<file path="config.mk">
export PLATFORM = sky130hd
export DESIGN_NAME = traffic_gen
export DESIGN_NICKNAME = d
export VERILOG_FILES = /design/src/rtl/traffic_pkg.sv /design/src/rtl/traffic_lfsr.sv /design/src/rtl/traffic_gen.sv
export SDC_FILE = /design/constraint.sdc
export NUM_CORES = 1
export LEC_CHECK = 0
export BUFFER_PORTS_ARGS = -buffer_cell sky130_fd_sc_hd__buf_2
export CAP_MARGIN = 20
export CELL_PAD_IN_SITES_DETAIL_PLACEMENT = 1
export CELL_PAD_IN_SITES_GLOBAL_PLACEMENT = 1
export CORE_MARGIN = 2
export CORE_UTILIZATION = 40
export DETAILED_ROUTE_END_ITERATION = 10
export PLACE_DENSITY = 0.91
export RECOVER_POWER = 25
export SYNTH_ARGS = -nofsm -noshare
export SYNTH_HDL_FRONTEND = slang
export SYNTH_SLANG_ARGS = --single-unit
export TNS_END_PERCENT = 10
</file>
<file path="constraint.sdc">
create_clock -name clk -period 2.1 [get_ports clk]
set_clock_uncertainty 0.1 [all_clocks]
set_input_delay 0 -clock clk [delete_from_list [all_inputs] [get_ports clk]]
set_output_delay 0 -clock clk [all_outputs]
set_load 0.02 [all_outputs]
</file>
<file path="src/rtl/traffic_pkg.sv">
// traffic_pkg: state encoding, LFSR tap masks and counter width shared by the traffic generator
package traffic_pkg;
  typedef enum logic {IDLE, SEND} state_t;
  localparam int CNT_W = 16;
  function automatic logic [31:0] tap_mask(input int w);
    return w == 8 ? 32'h0000_00B8 : w == 16 ? 32'h0000_D008 : 32'h8020_0003;
  endfunction
endpackage

</file>
<file path="src/rtl/traffic_lfsr.sv">
// traffic_lfsr: Fibonacci XNOR LFSR, left shift with feedback into bit 0, loadable seed
module traffic_lfsr
  import traffic_pkg::*;
#(
  parameter int W = 16
) (
  input  logic         clk,
  input  logic         reset,
  input  logic         enable,
  input  logic         load,
  input  logic [W-1:0] seed,
  output logic [W-1:0] out
);
  localparam logic [31:0] TAPS = tap_mask(W);
  localparam logic [W-1:0] MASK = TAPS[W-1:0];
  // reset beats load beats shift; an all-ones seed is the XNOR lock-up state so it loads as zero
  always_ff @(posedge clk)
    out <= reset ? '0 : load ? (&seed ? '0 : seed) : enable ? {out[W-2:0], ~^(out & MASK)} : out;
endmodule

</file>
<file path="src/rtl/traffic_gen.sv">
// traffic_gen: LFSR-driven packet injector emitting head/body/tail flits over valid/ready
module traffic_gen
  import traffic_pkg::*;
#(
  parameter int LFSR_W  = 16,
  parameter int DATA_W  = 16,
  parameter int NODE_W  = 4,
  parameter int SRC_ID  = 0,
  parameter int PKT_LEN = 4
) (
  input  logic              clk,
  input  logic              reset,
  input  logic              enable,
  input  logic              seed_load,
  input  logic [LFSR_W-1:0] seed,
  input  logic [7:0]        rate,
  output logic              flit_valid,
  input  logic              flit_ready,
  output logic [DATA_W-1:0] flit_data,
  output logic              flit_head,
  output logic              flit_tail,
  output logic [CNT_W-1:0]  pkt_count
);
  localparam int IW = PKT_LEN > 1 ? $clog2(PKT_LEN) : 1;
  localparam int REM = DATA_W - 2 * NODE_W;
  localparam logic [IW-1:0] LAST = IW'(PKT_LEN - 1);
  localparam logic [NODE_W-1:0] SRC = NODE_W'(SRC_ID);
  state_t state, state_n;
  logic [IW-1:0] idx, idx_n;
  logic [NODE_W-1:0] dest, dest_n;
  logic [DATA_W-1:0] body, body_n;
  logic [CNT_W-1:0] cnt_n;
  logic [LFSR_W-1:0] lfsr;
  logic start, xfer, last;
  traffic_lfsr #(.W(LFSR_W)) u_lfsr (
    .clk(clk),
    .reset(reset),
    .enable(enable),
    .load(seed_load),
    .seed(seed),
    .out(lfsr)
  );
  assign flit_valid = state == SEND;
  assign flit_head = flit_valid && idx == '0;
  assign flit_tail = flit_valid && idx == LAST;
  assign flit_data = !flit_valid ? '0 : idx == '0 ? {dest, SRC, REM'(pkt_count)} : body;
  // start on an injection hit, step the index per transfer, close the packet on the tail transfer
  always_comb begin
    start = state == IDLE && enable && (rate == 8'hFF || lfsr[7:0] < rate);
    xfer = flit_valid && flit_ready;
    last = xfer && flit_tail;
    state_n = start ? SEND : last ? IDLE : state;
    idx_n = start || last ? '0 : xfer ? idx + 1'b1 : idx;
    dest_n = start ? lfsr[NODE_W-1:0] : dest;
    body_n = xfer ? DATA_W'(lfsr) : body;
    cnt_n = last ? pkt_count + 1'b1 : pkt_count;
  end
  // state register; reset abandons any packet in flight
  always_ff @(posedge clk) begin
    if (reset) begin
      state <= IDLE;
      idx <= '0;
      dest <= '0;
      body <= '0;
      pkt_count <= '0;
    end else begin
      state <= state_n;
      idx <= idx_n;
      dest <= dest_n;
      body <= body_n;
      pkt_count <= cnt_n;
    end
  end
endmodule
</file>
**After elaboration in Yosys (flattened, before gate mapping)**

Index checks and enable logic that the tools add are counted.

- Add/subtract/negate cells: 2
- Magnitude comparators: 1
- Muxes and demuxes: 7
- Reductions and logical operators: 14
- Bitwise logic cells: 1
- Equal/unequal tests: 2

Operators by type and width:

| operator | number |
|---|---|
| $mux W16 | 5 |
| $add A16 B1 Y16 const B | 1 |
| $reduce_and A16 Y1 | 1 |
| $reduce_xnor A16 Y1 | 1 |
| $eq A8 B8 Y1 const B | 1 |
| $lt A8 B8 Y1 | 1 |
| $logic_and A1 B1 Y1 | 6 |
| $reduce_bool A2 Y1 | 2 |
| $add A2 B1 Y2 const B | 1 |
| $eq A2 B2 Y1 const B | 1 |
| $logic_not A2 Y1 | 1 |
| $logic_or A1 B1 Y1 | 2 |
| $mux W1 | 2 |
| $reduce_or A2 Y1 | 1 |
| $not A1 Y1 | 1 |

- Flip-flop bits (word level): 55
- Output and inout port bits: 35

**Longest topological paths before layout**

Gate-level depths: netlist of the first run.

- Depth in word-level cells: 5
- Mapped depth: 8
- Depth with buffers taken out: 7

**By module**

From an unflattened synthesis of the first run, not the netlist that was laid out.

- Cell total of the unflattened synthesis: 357
- Area, all modules: 2,836.5 µm²

Modules (own cells, without submodules):

| module | seq. area each (µm²) | area an instance (µm²) | cells an instance | times used |
|---|---|---|---|---|
| traffic_gen | 780.7 | 2,048.2 | 244 | 1 |
| traffic_lfsr | 320.3 | 788.3 | 113 | 1 |

**Worst setup path after synthesis of the first run**

Ideal clock, no wire load.

- Path type: register -> register
- Start: register u_lfsr.out[6]
- End: register dest[0]
- Path buffers: 0
- Cell stages (with the launch flop): 6
- Period minus slack after synthesis: 1.837 ns
- Arrival: 1.665 ns
- Required time: 1.928 ns
- Path slack: 0.263 ns
- Cell sequence: dfxtp_1 ha_1 a41oi_1 a21oi_1 a2111oi_4 mux2i_1

- Longest elaborated chain between the ends: 3

RTL lines:

| what | RTL line | source |
|---|---|---|
| start: declaration | traffic_lfsr.sv:12 | `output logic [W-1:0] out` |
| start signal: assignment | traffic_lfsr.sv:18 | `out <= reset ? '0 : load ? (&seed ? '0 : seed) : enable ? {out[W-2:0], ~^(out & MASK)} : out;` |
| $lt A8 B8 Y1 | traffic_gen.sv:49 | `start = state == IDLE && enable && (rate == 8'hFF \|\| lfsr[7:0] < rate);` |
| $logic_or A1 B1 Y1 | traffic_gen.sv:49 |  |
| $logic_and A1 B1 Y1 | traffic_gen.sv:49 |  |
| end signal: assignment | traffic_gen.sv:69 | `dest <= dest_n;` |
| end: declaration | traffic_gen.sv:30 | `logic [NODE_W-1:0] dest, dest_n;` |

Every way passes these cells.
A chain may end at the register's enable or synchronous reset.

**Worst setup path after layout of the first run**

- Start: register u_lfsr.out[6]
- End: register dest[2]

The elaborated chain is that of the path after synthesis.

==> flow_summary.toml, run 1 <==
[logic_synthesis]
synth.distinct_cells = 35
synth-edff-count = 0
avgSynthCellArea_um2 = 8.44
synthFlopType = "dfxtp_1"
netlist_instances = 339
synthTopCellsByArea = "dfxtp_1 38%, mux2i_1 12%, nor2_1 6.4%, a21oi_1 5.9%, nand2_1 5.4%"
ys_ff_latch = 55
synth_top_area_share = 0.385
netlist_area_um2 = 2860
synth.net_count = 378
synth-warning-count = 0
synth.largest_area_cell = "dfxtp_1"
synth_async_sr_flop_share = 0
ys_seq_area_frac = 0.385

[placed_design]
place.gp.congestion = 0.840
pre_cts_slack_ps = 45.2
portBuffers = 63
dp.cells = 490
dpl.hpwl_mm = 6.08

[floorplanning]
fp.dieArea_um2 = 7840
initial_core_util = 0.416
dieHeight_um = 88.6
die_x_um = 88.6
core-area_um2 = 6870
num_rows = 30
io_pins = 64

[sta]
setup_viol = 0
max_freq_mhz = 500
period_minus_slack_ps = 2000
worst_pin_slew_ps = 854
postLayoutSetupSlackWorst_ps = 99.0
slew_headroom = 0.431
final-hold-violation-count = 0
drv_slew = 0
min_period_over_period = 0.953

[global_routing]
grt_max_degree = 48
antenna_found_initial = 0
grt_pass1_vias = 2956
track_usage = 0.246
grt_remaining_overflow = 0
grt_pass1_wl_mm = 14.7

[clocking]
root_buffer = "clkbuf_8"
cts_buffer_depth = 2
insertion_delay_ps = 320
post_cts_buffers = 0
htree_levels = 2
clkTransAtPathRegs_ps = 90
clock_sinks = 55
numCtsBuffers = 5
tritoncts = "done"

[route]
remaining_drc_errors = 0
vias_per_cell = 5.33
initialDrtViolationCount = 128
via_count = 2735
firstDrtPassIters = 4
drt-total-wl_mm = 9.08
wl_per_cell_um = 17.7
ant_nets = 0

[status]
status = "completed"

[worst_setup_path]
cp.required_ps = 2240
r2r_cells = 6
crit_path_end_kind = "register"
crit_arrival_ps = 2140
crit_start = "u_lfsr.out[6]"
crit_path_end = "dest[2]"
critPathMaxFanout = 7
r2r_setup_slack_ps = 100
r2r-start = "u_lfsr.out[6]"
worstSetupPathType = "register to register"
start_kind = "register"
reg2reg_to = "dest[2]"

[layout]
stdcell_count = 513
drive_above_1_share = 0.185
fin_nets = 456
insertedDiodeCount = 0
area_growth_pct = 22.7

[power]
peakVddDrop_uv = 360
p_leak_nw = 1.52
p_per_area_nw_per_um2 = 581
fin_total_pwr_mw = 2.04

[worst_hold_path]
worstHoldPathType = "primary input to register"

[run]
cap_violations = 0
==> layout by cell type, fill, tap and decap left out, types with 12 or more instances in the layout <==
cell	Yosys	routed
nand4_1	13	13
nor2_1	49	49
dfxtp_1	55	55
dlygate4sd3_1	0	16
nand2_1	41	41
buf_2	7	47
nor2b_1	14	14
clkbuf_1	10	18
a21oi_1	34	34
mux2i_1	33	33
inv_1	12	12
==> layer usage <==
layer / routed length [um] / vias up / track usage
met1: 3790 / 1347 / 0.281
met4: 284 / 0 / 0.0923
met5: 0 / - / 0
met2: 4720 / 72 / 0.457
li1: - / 1294 / -
met3: 279 / 22 / 0.0382
==> where the power goes <==
group / total (mW) / internal (mW) / leakage, nW / switching [mW]
clock network: 0.614 / 0.260 / 0.0470 / 0.354
registers: 1.10 / 1.07 / 0.447 / 0.0307
logic: 0.322 / 0.144 / 1.02 / 0.178
==> critical path, stage by stage (launching register included) <==
cell and delay (ps):
dfxtp_1 400, ha_1 300, a41oi_2 240, a21oi_1 130
a2111oi_4 350, buf_6 190, mux2i_1 220
==> worst min-delay path by stage <==
stage / startpoint / to / depth (start not counted)
finish: flit_ready / body[0] / 4
global route: flit_ready / body[2] / 4
CTS: flit_ready / body[2] / 4
detailed placement: seed[11] / u_lfsr.out[11] / 3
global placement: seed[9] / u_lfsr.out[9] / 3
floorplan: seed[10] / u_lfsr.out[10] / 2
==> synthesized netlist by cell type (2+ instances only) <==
cell / n
clkbuf_1: 10
and3_1: 3
nand2_1: 41
xor2_1: 10
nor2_1: 49
xnor2_1: 8
ha_1: 10
mux2i_1: 33
nand3_1: 4
inv_1: 12
nor2b_1: 14
or2b_2: 8
a21oi_1: 34
buf_2: 7
nand4_1: 13
o21ai_0: 2
and4_1: 2
dfxtp_1: 55
and2_1: 7
clkbuf_8: 2
==> state kept, by name, summed over array words and instances, names as in the netlist <==
| name | count |
|---|---|
| dest | 4 |
| body | 16 |
| pkt_count | 16 |
| u_lfsr.out | 16 |
| idx | 2 |
| flit_valid | 1 |
==> per-stage QoR <==
stage / utilization / instance area (um^2) / setup TNS, ps / hold slack (ps)
after floorplan: - / 2860 / 0 / 38.6
after global placement: 0.477 / 3270 / 0 / 144
after detailed placement: 0.477 / 3270 / 0 / 153
after CTS: 0.513 / 3520 / 0 / 48.3
after global routing: 0.511 / 3510 / -51.0 / 67.5
final: 0.511 / 3510 / 0 / 46.5
==> cell families after synthesis <==
group / synth area share
simple gates: 0.249
flops: 0.385
compound gates: 0.0967
mux: 0.115
buf+inv: 0.0547
xor+xnor: 0.0551
fa+ha+maj: 0.0437
==> timing repair <==
action / CTS / global route
hold endpoints to repair: 16 / 0
hold buffers: 16 / 0
setup endpoints to repair: 1 / 6
resized for setup: 1 / 4
==> layout make-up <==
type	instances	area [um^2]
Clock buffer	6	82.6
Clock inverter	1	5.00
Fill cell	854	3360
Inverter	12	45.0
Multi-Input combinational cell	252	1610
Sequential cell	55	1100
Tap cell	96	120
Timing Repair Buffer	91	542
Note: power is estimated with default switching activity, not from simulation.
==> inputs of run 2 (changes only) <==
Settings changed: SETUP_SLACK_MARGIN set to 0.5.
==> flow_summary.toml, run 2 (synthesis results as in run 1) <==
[status]
status = "completed"

[layout]
fin_nets = 470
multi_input_area_um2 = 1800
reg_top3 = "body: 16 flops, pkt_count: 16 flops, u_lfsr.out: 16 flops"
n_fill_cell = 855
most-common-layout-cells = "49 x nor2_1, 47 x buf_2, 42 x dfxtp_1"
final_common_cell = "nor2_1"
insertedDiodeCount = 0
drive_above_1_share = 0.292
register_area_um2 = 1140
final_core_util = 0.563
area_growth_pct = 35.2

[placed_design]
pre_cts_slack_ps = 274
portBuffers = 63
dpl.hpwl_mm = 5.73
place.gp.congestion = 0.806

[worst_setup_path]
worstSetupPathType = "register to register"
cp_slowest_stage_delay_ps = 500
start_kind = "register"
cp.required_ps = 2220
crit_arrival_ps = 1960
cp_slowest_cell = "and2_0"
worstPathCellList = "buf_6 -> and2_0 -> nand2_1 -> a2111oi_4"
path_delay_family = "simple AND/OR/NAND/NOR gates"
critical_path_buf_inv_count = 1
critPathMaxFanout = 11
crit_path_end_kind = "register"

[global_routing]
track_usage = 0.228
grt_pass1_wl_mm = 13.6
grt_pass1_vias = 2717
grt_max_degree = 41
grt_remaining_overflow = 0
antenna_found_initial = 0

[power]
p_leak_nw = 1.62
peakVddDrop_uv = 328
p_per_area_nw_per_um2 = 545

[floorplanning]
fp.dieArea_um2 = 7840
io_pins = 64
dieHeight_um = 88.6
core-area_um2 = 6870
initial_core_util = 0.416
num_rows = 30
die_x_um = 88.6

[sta]
setup_viol = 0
postLayoutSetupSlackWorst_ps = 264
fin_tns_setup_ps = 0
final-hold-violation-count = 0
slew_headroom = 0.500
worst_pin_slew_ps = 751
min_period_over_period = 0.874
max_freq_mhz = 545
drv_slew = 0
rsz0062_at_grt = "true"
period_minus_slack_ps = 1840

[run]
cap_violations = 0

[clocking]
root_buffer = "clkbuf_8"
clkTransAtPathRegs_ps = 110
htree_levels = 2
insertion_delay_ps = 320
clock_sinks = 55
tritoncts = "done"
numCtsBuffers = 5
cts_buffer_depth = 2

[route]
ant_nets = 0
remaining_drc_errors = 0
via_count = 2736
initialDrtViolationCount = 127
firstDrtPassIters = 4
wl_per_cell_um = 18.1
drt-total-wl_mm = 9.56
vias_per_cell = 5.18

[worst_hold_path]
worstHoldPathType = "primary input to register"
## run 2: cell count changes in the layout (fill, tap and decap cells not counted), moves of 2 or more
cell	delta
dfxtp_4	+8
buf_4	+11
and4_4	+2
and3_1	-2
a21oi_1	-2
ha_1	-8
buf_6	+4
dfxtp_2	+5
and3_4	+2
dfxtp_1	-13
and4_1	-2
a21oi_2	+2
ha_4	+9
## run 2: cell type report
cell class,count,area share
well taps,96,0.0311
clock buffers,6,0.0214
inverters,12,0.0117
repair buffers,105,0.172
flip-flops and latches,55,0.294
multi-input cells,252,0.466
clock inverters,2,0.00356
## run 2: per-layer routing
metal	GRT usage	routed length (um)	vias to the layer above
met1	0.274	4080	1339
met4	0.0565	180	0
li1	-	-	1314
met3	0.0354	287	16
met5	0	0	-
met2	0.424	5000	67
## run 2: final timing paths
path / depth (start not counted) / slack (ps) / startpoint / to
max reg2reg: 4 / 260 / flit_valid / idx[1]
min: 4 / 50 / flit_ready / body[2]
min reg2reg: 2 / 370 / body[2] / body[2]
max: 4 / 260 / flit_valid / idx[1]
## run 2: report_power, final
part / total [mW] / switching [mW] / internal, mW / leakage [nW]
logic: 0.368 / 0.191 / 0.177 / 1.12
clock network: 0.637 / 0.366 / 0.271 / 0.0516
registers: 1.10 / 0.0335 / 1.07 / 0.455
total: 2.11 / 0.590 / 1.52 / 1.62
## run 2: timing repair
action / in CTS / in global routing
pin swaps: 3 / 12
hold buffers: 16 / 0
hold endpoints to repair: 16 / 0
setup buffers: 4 / 11
gates resized for setup: 21 / 31
setup endpoints to repair: 35 / 60
## run 2: tightest hold or removal path: cells and delay by family
family	cells	cell delay (ps)
buf+inv	1	130
compound gates	1	50
simple gates	2	240
## run 2: metrics by stage
stage	hold WS (ps)	cell area, um^2	power (mW)	std cells
2_1_floorplan	38.5	2930	1.33	339
4_1_cts	21.1	3710	2.09	517
5_1_grt	78.0	3870	2.19	528
3_3_place_gp	140	3340	1.40	489
3_5_place_dp	155	3340	1.42	489
6_report	49.9	3870	2.11	528
==> inputs of run 3 (changes only) <==
Settings changed: RECOVER_POWER 25 to 50.
==> flow_summary.toml, run 3 (synthesis results as in run 1) <==
[worst_setup_path]
cp_slowest_cell = "clkbuf_1"
critPathMaxFanout = 6
r2r-start = "idx[1]"
r2r_setup_slack_ps = 240
worstSetupPathType = "register to register"
worstPathCellList = "ha_1 -> and3_1 -> clkbuf_1 -> nand2_1 -> xor2_1 -> nor2_1"
crit_arrival_ps = 1940
crit_path_end = "pkt_count[2]"
critical_path_buf_inv_count = 1
cp.depth = 6
cp.required_ps = 2170
crit_path_end_kind = "register"
r2r_cells = 6
crit_start = "idx[1]"
path_delay_family = "buffers and inverters"
reg2reg_to = "pkt_count[2]"
cp_slowest_stage_delay_ps = 420
start_kind = "register"

[power]
pwr-share-clk = 0.303
pwr-share-comb = 0.175
switching_share = 0.280
p_per_area_nw_per_um2 = 548
p_leak_nw = 1.62
peakVddDrop_uv = 328
power.switching_mw = 0.589
seqPwrFrac = 0.523
p_int_mw = 1.52

[route]
via_count = 2748
drt-total-wl_mm = 9.56
wl_met2_mm = 5.01
wl_met3_um = 311
vias_per_cell = 5.20
wl_per_cell_um = 18.1
initialDrtViolationCount = 113
remaining_drc_errors = 0
highest_layer = "met4"
firstDrtPassIters = 4
ant_nets = 0
met1_length_mm = 4.07

[floorplanning]
num_rows = 30
dieHeight_um = 88.6
fp.dieArea_um2 = 7840
core-area_um2 = 6870
io_pins = 64
die_x_um = 88.6
initial_core_util = 0.416

[layout]
area_growth_pct = 34.4
drive_above_1_share = 0.282
reg_top3 = "body: 16 flops, pkt_count: 16 flops, u_lfsr.out: 16 flops"
n_fill_cell = 858
insertedDiodeCount = 0
most-common-layout-cells = "49 x nor2_1, 46 x buf_2, 42 x dfxtp_1"
fin_nets = 470
final_common_cell = "nor2_1"
final_core_util = 0.560

[clocking]
insertion_delay_ps = 320
htree_levels = 2
numCtsBuffers = 5
clock_sinks = 55
cts_buffer_depth = 2
clkTransAtPathRegs_ps = 110
root_buffer = "clkbuf_8"
tritoncts = "done"

[placed_design]
dpl.hpwl_mm = 5.73
portBuffers = 63
place.gp.congestion = 0.806

[global_routing]
track_usage = 0.228
grt_max_degree = 41
antenna_found_initial = 0
grt_pass1_vias = 2717
grt_pass1_wl_mm = 13.6
grt_remaining_overflow = 0

[worst_hold_path]
worstHoldPathType = "primary input to register"

[sta]
min_period_over_period = 0.888
drv_slew = 0
slew_headroom = 0.491
max_freq_mhz = 536
fin_tns_setup_ps = 0
period_minus_slack_ps = 1860
worst_pin_slew_ps = 764
hold_ws_ps = 48.7
rsz0062_at_grt = "true"
final-hold-violation-count = 0
setup_viol = 0

[run]
cap_violations = 0

[status]
status = "completed"
-- run 3: final cells by class --
type,count,area [um^2],share of cell area
clock inverter,2,13.8,0.00358
timing repair buffer,105,664,0.173
sequential,55,1140,0.296
tap,96,120,0.0312
multi-input combinational,252,1780,0.463
inverter,12,45.0,0.0117
clock buffer,6,82.6,0.0215
-- run 3: metrics by stage --
step | instance area (um^2) | worst slack, ps | std cells | total power [mW]
after floorplan | 2930 | 419 | 339 | 1.33
after global placement | 3340 | 346 | 489 | 1.40
after detailed placement | 3340 | 274 | 489 | 1.42
after CTS | 3710 | 297 | 517 | 2.09
after global routing | 3840 | 134 | 528 | 2.19
final | 3840 | 235 | 528 | 2.11
-- run 3: power by group through the flow --
| stage | combinational (mW) | sequential [mW] | clock, mW |
|---|---|---|---|
| 2_1_floorplan | 0.205 | 1.12 | 0 |
| 4_1_cts | 0.339 | 1.10 | 0.644 |
| 3_5_place_dp | 0.286 | 1.13 | 0 |
| 3_3_place_gp | 0.274 | 1.13 | 0 |
| 5_1_grt | 0.398 | 1.10 | 0.687 |
| 6_report | 0.368 | 1.10 | 0.637 |
-- run 3: how the worst min path moves through the flow --
stage                    start            end  slack [ps]  cells after the start
finish              flit_ready        body[2]          50                      4
global route        flit_ready        body[2]          70                      4
CTS                 flit_ready        body[2]          20                      4
detailed placement     seed[4]  u_lfsr.out[4]         160                      3
global placement       seed[5]  u_lfsr.out[5]         140                      3
floorplan              seed[2]  u_lfsr.out[2]          40                      2
-- run 3: what timing repair did --
item	in CTS	in global routing
setup buffers	4	11
resized for setup	21	31
pin swaps	3	12
endpoints found under the setup margin	35	60
hold buffers	16	0
hold endpoints to repair	16	0
-- run 3: layer usage --
layer / vias to the layer above / GRT usage
met2: 66 / 0.424
li1: 1316 / -
met4: 0 / 0.0565
met1: 1350 / 0.274
met5: - / 0
met3: 16 / 0.0354
-- run 3: worst register-to-register path, stage by stage, from the launching register on --
cell	delay [ps]
dfxtp_1	400
ha_1	240
and3_1	220
clkbuf_1	420
nand2_1	130
xor2_1	150
nor2_1	60
